==> src/rtl/arm_immediate_encoder_if.sv <==
// Request/response bundle for the ARM modified-immediate encoder.
// The master issues a constant and collects {found, rot, imm8}; the slave is the encoder.
interface arm_immediate_encoder_if;
  logic        in_valid;
  logic        in_ready;
  logic [31:0] in_value;
  logic        out_valid;
  logic        out_ready;
  logic        out_found;
  logic [11:0] out_imm12;
  logic        busy;

  modport master (
    output in_valid,
    output in_value,
    output out_ready,
    input  in_ready,
    input  out_valid,
    input  out_found,
    input  out_imm12,
    input  busy
  );

  modport slave (
    input  in_valid,
    input  in_value,
    input  out_ready,
    output in_ready,
    output out_valid,
    output out_found,
    output out_imm12,
    output busy
  );
endinterface

==> src/rtl/arm_immediate_encoder.sv <==
// Iterative search for the smallest rotation that expresses a 32-bit constant
// as ROR(imm8, 2*rot); tests one rotation per clock behind valid/ready handshakes.
module arm_immediate_encoder (
  input  logic                    clk,
  input  logic                    reset,
  arm_immediate_encoder_if.slave  bus
);

  typedef enum logic [1:0] {
    IDLE   = 2'd0,
    SEARCH = 2'd1,
    DONE   = 2'd2
  } state_t;

  state_t      state;
  logic [31:0] value_q;
  logic [3:0]  rot_q;
  logic        found_q;
  logic [11:0] imm12_q;

  logic [4:0]  shift;
  logic [31:0] cand;
  logic        match;

  // Rotating the constant left by 2*rot undoes the extender's right rotate;
  // a shift of 32 on the right half yields zero, which covers rot 0.
  assign shift = {rot_q, 1'b0};
  assign cand  = (value_q << shift) | (value_q >> (6'd32 - {1'b0, shift}));
  assign match = (cand[31:8] == 24'd0);

  always_ff @(posedge clk or posedge reset) begin
    if (reset) begin
      state   <= IDLE;
      value_q <= 32'd0;
      rot_q   <= 4'd0;
      found_q <= 1'b0;
      imm12_q <= 12'h000;
    end else begin
      case (state)
        IDLE: begin
          if (bus.in_valid) begin
            value_q <= bus.in_value;
            rot_q   <= 4'd0;
            state   <= SEARCH;
          end
        end
        SEARCH: begin
          // Ascending order guarantees the first hit is the minimal rotation.
          if (match) begin
            imm12_q <= {rot_q, cand[7:0]};
            found_q <= 1'b1;
            state   <= DONE;
          end else if (rot_q == 4'd15) begin
            imm12_q <= 12'h000;
            found_q <= 1'b0;
            state   <= DONE;
          end else begin
            rot_q <= rot_q + 4'd1;
          end
        end
        DONE: begin
          if (bus.out_ready) begin
            state <= IDLE;
          end
        end
        default: begin
          state <= IDLE;
        end
      endcase
    end
  end

  assign bus.in_ready  = (state == IDLE);
  assign bus.out_valid = (state == DONE);
  assign bus.busy      = (state == SEARCH);
  assign bus.out_found = found_q;
  assign bus.out_imm12 = imm12_q;

endmodule

==> src/flat_wrapper.sv <==
// flat-port wrapper written by rule: the top's interface ports become plain ports
module arm_immediate_encoder_flat 
  (clk, reset, bus_in_valid, bus_in_value, bus_out_ready, bus_in_ready, bus_out_valid, bus_out_found, bus_out_imm12, bus_busy);
  arm_immediate_encoder_if bus_i ();
  input  logic clk;
  input  logic reset;
  input wire logic [$bits(bus_i.in_valid)-1:0] bus_in_valid;
  input wire logic [$bits(bus_i.in_value)-1:0] bus_in_value;
  input wire logic [$bits(bus_i.out_ready)-1:0] bus_out_ready;
  output wire logic [$bits(bus_i.in_ready)-1:0] bus_in_ready;
  output wire logic [$bits(bus_i.out_valid)-1:0] bus_out_valid;
  output wire logic [$bits(bus_i.out_found)-1:0] bus_out_found;
  output wire logic [$bits(bus_i.out_imm12)-1:0] bus_out_imm12;
  output wire logic [$bits(bus_i.busy)-1:0] bus_busy;
  assign bus_i.in_valid = bus_in_valid;
  assign bus_i.in_value = bus_in_value;
  assign bus_i.out_ready = bus_out_ready;
  assign bus_in_ready = bus_i.in_ready;
  assign bus_out_valid = bus_i.out_valid;
  assign bus_out_found = bus_i.out_found;
  assign bus_out_imm12 = bus_i.out_imm12;
  assign bus_busy = bus_i.busy;
  arm_immediate_encoder u_core (.clk(clk), .reset(reset), .bus(bus_i));
endmodule
==> config.mk <==
export PLATFORM = sky130hd
export DESIGN_NAME = arm_immediate_encoder_flat
export DESIGN_NICKNAME = d
export VERILOG_FILES = /design/src/rtl/arm_immediate_encoder_if.sv /design/src/rtl/arm_immediate_encoder.sv /design/src/flat_wrapper.sv
export SDC_FILE = /design/constraint.sdc
export NUM_CORES = 1
export LEC_CHECK = 0
export BUFFER_PORTS_ARGS = -buffer_cell sky130_fd_sc_hd__buf_4
export CORE_MARGIN = 5
export CORE_UTILIZATION = 40
export DETAILED_ROUTE_END_ITERATION = 16
export GPL_ROUTABILITY_DRIVEN = 0
export SYNTH_ARGS = -nofsm -noshare
export SYNTH_HDL_FRONTEND = slang
export SYNTH_SLANG_ARGS = --single-unit
==> constraint.sdc <==
create_clock -name clk -period 4 [get_ports clk]
set_clock_uncertainty 0.1 [all_clocks]
set_input_delay 0.2 -clock clk [delete_from_list [all_inputs] [get_ports clk]]
set_output_delay 0.2 -clock clk [all_outputs]
set_load 0.05 [all_outputs]
==> metrics.txt <==
status=complete, but fails checks; failing checks=hold timing; layout cell share with drive strength beyond 1=about a fifth; Max Slew Vio Count=0; GR Util All Layers=around 18%; CTS root buf=clkbuf_8; vias=approximately 3,600; CP dominant cell by count=nand3_1; Hold Violations, Final=1; Finish-stage setup viols=0; # resized after CTS=0; initial DRC count=213; # Post-CTS Setup Buffers=0; Initial Util=41.05%; Port-buffer cells=51; PwrDens=roughly 1000 mW/mm²; die area=approximately 0.012 mm²; crit-path cells=inv_1, ha_1, buf_4, nor3_1, a21oi_1, o41ai_1, nand3_1, a21oi_2, o2111ai_4, nand3_1, o21ai_1; commonest non-fill, non-tap cell in the layout=nand2_1; worst path arrival time=approximately 3.4 ns; number of vias per cell=approximately 5.6; syn nets=485; CP bufs+invs=2; Routed Antenna Nets=0; CP top delay family=compound AO/OA/AOI/OAI gates; Nets=~540; first-pass GRT wire length=17.33 mm; hold crit path type=in2reg; slowest stage delay, CP=between 0.5 and 0.6 ns; pin count of the biggest net entering global routing=~70; die height=107.6 µm; # rows=35; CP Data Required Time=around 4.1 ns; Layout Area Growth over Synthesis=22.65%; H-tree levels=2; most frequent cells in the layout=110 x nand2_1, 59 x buf_4, 50 x dfrtp_1, 33 x nor2_1, 31 x dlygate4sd3_1; Tmin final=~3.4 ns; CTS tree=done; clock sink total=51; diode count=0; cells after synthesis=about 450; syn_area_per_cell=around 8.5 µm²; final core utilization=between 50 and 60%; Fmax achieved=approximately 0.3 GHz; DR WL/cell=around 16 µm; core area=roughly 0.0093 mm²; clock buffer depth=2; Worst-path clk slew=around 0.10 ns; Max transition margin=approximately 28%; Pre-Repair DR Iteration Count=5; Setup CP Type=reg2reg; crit start category=register; final hold slack=-0.0008258 ns; setup tns final=0 ns; RSZ-0062 raised after global routing=no; gr ovfl total=0; Total Wirelength=just over 10 mm; post-route clock period utilization=83.84%; YS warnings=0; worst vdd ir=0.3471 mV; I/O pins=52; Lkg Pwr=around 2.1 nW; filler cell count in the final layout=around 890; Worst path slowest cell=o41ai_1; reg2reg setup slack=0.65 ns; number of global-route vias before repair=~3,400; Netlist cell types=53; TritonCTS Buffers=5; Critical Path Fanout Max=26; antenna violations before repair=0; Least-Margin Pin Slew=roughly 1.1 ns; DPL Wire Length=7.023 mm; Remaining DRCs=0; Seq cells post-synth=just over 50; max_cap viols=0; sequential element share of the synthesized area=33.49%; synthesized area=around 0.0038 mm²; critical path endpoint category=register; Clock Latency Late Sink=just over 0.3 ns; Die Width=107.6 µm; Hold-fix buffers, CTS=31
state kept, by name (all words and copies together), names as in the netlist:
name                  count
u_core.bus.out_imm12     12
u_core.state              2
u_core.rot_q              4
u_core.value_q           32
u_core.bus.out_found      1
stage by stage:
stage          worst slack [ns]  hold slack, ns  instance area, µm²  cells  power [W]
2_1_floorplan            0.3682          0.2054                3811    447   0.003542
3_3_place_gp             0.7566          0.2891                4264    597   0.004256
3_5_place_dp             0.6782          0.2919                4264    597   0.004305
4_1_cts                  0.6637        0.001535                4674    636   0.004672
5_1_grt                  0.3482        0.005393                4674    636   0.005045
6_report                 0.6465      -0.0008258                4674    636   0.004671
cells in the mapped netlist, drive strengths merged:
cell type / number / area share [%]
nand4: 1 / 0.16
nor2: 33 / 3.3
o31ai: 1 / 0.20
o41ai: 4 / 1.1
o311ai: 1 / 0.23
a211oi: 6 / 1.2
and3: 3 / 0.49
o22ai: 5 / 0.82
ha: 2 / 0.66
and2: 3 / 0.49
o31a: 1 / 0.23
o21bai: 1 / 0.20
clkbuf: 18 / 1.8
mux2i: 18 / 4.7
o21ai: 24 / 3.2
a2111oi: 2 / 0.46
o211a: 2 / 0.53
a31oi: 8 / 1.3
mux4: 23 / 14
a21oi: 20 / 2.7
a22oi: 2 / 0.39
nor2b: 7 / 1.1
inv: 8 / 0.79
nor3b: 2 / 0.39
nor3: 20 / 2.6
or4: 4 / 0.79
buf: 21 / 2.8
xnor2: 1 / 0.23
nor4: 2 / 0.33
mux2: 5 / 1.5
a32oi: 2 / 0.46
nand3: 18 / 2.4
nand2b: 3 / 0.49
nand3b: 1 / 0.20
a221o: 1 / 0.26
o211ai: 2 / 0.76
a311oi: 3 / 0.69
dfrtp: 51 / 33
a2111o: 1 / 0.30
clkinv: 1 / 0.098
xor2: 1 / 0.23
o2111ai: 2 / 0.92
nand2: 110 / 11
o32ai: 3 / 0.69
area by class of cell:
class | count | area [µm²] | area share, %
sequential | 51 | 1277 | 27.33
multi-input combinational | 348 | 2328 | 49.81
clock buffer | 8 | 100.1 | 2.141
tap | 129 | 161.4 | 3.453
inverter | 9 | 33.78 | 0.7227
timing repair buffer | 91 | 773.2 | 16.54
path summary, 6_finish.rpt:
kind | startpoint | end | depth (start not counted)
worst max-delay path | u_core.rot_q[0] | u_core.bus.out_imm12[8] | 11
worst min-delay path | bus_in_value[30] | u_core.value_q[30] | 3
worst max register to register | u_core.rot_q[0] | u_core.bus.out_imm12[8] | 11
worst min register to register | u_core.bus.out_found | u_core.bus.out_found | 2
max in group asynchronous | reset | u_core.rot_q[0] | 2
min in group asynchronous | reset | u_core.state[1] | 2
metal layers:
metal | vias to the layer above | part of all wire, % | global-route usage, %
met4 | 0 | 0.82 | 3.787
li1 | 1734 | - | -
met3 | 9 | 6.9 | 3.299
met1 | 1711 | 45 | 26.30
met2 | 111 | 47 | 29.26
met5 | - | 0 | 0
power by group:
part / switching (W) / total (W) / internal [W]
clock network: 0.000176 / 0.000334 / 0.000158
registers: 0.000407 / 0.00115 / 0.000746
logic: 0.00179 / 0.00318 / 0.00140
total: 0.00237 / 0.00467 / 0.00230
cells by family after synthesis:
family / share of synthesized area (%)
DFF: 33.49
xor gates and xnor gates: 0.4597
buffers and inverters: 5.417
adders and majority gates: 0.6565
muxes: 19.80
and+or+nand+nor: 23.57
AOI/OAI and AO/OA: 16.61
tightest hold or removal path: stages:
cell and delay [ns]:
buf_4 0.08, nand2_1 0.04, o21ai_0 0.06
(Power assumes the default switching activity.)
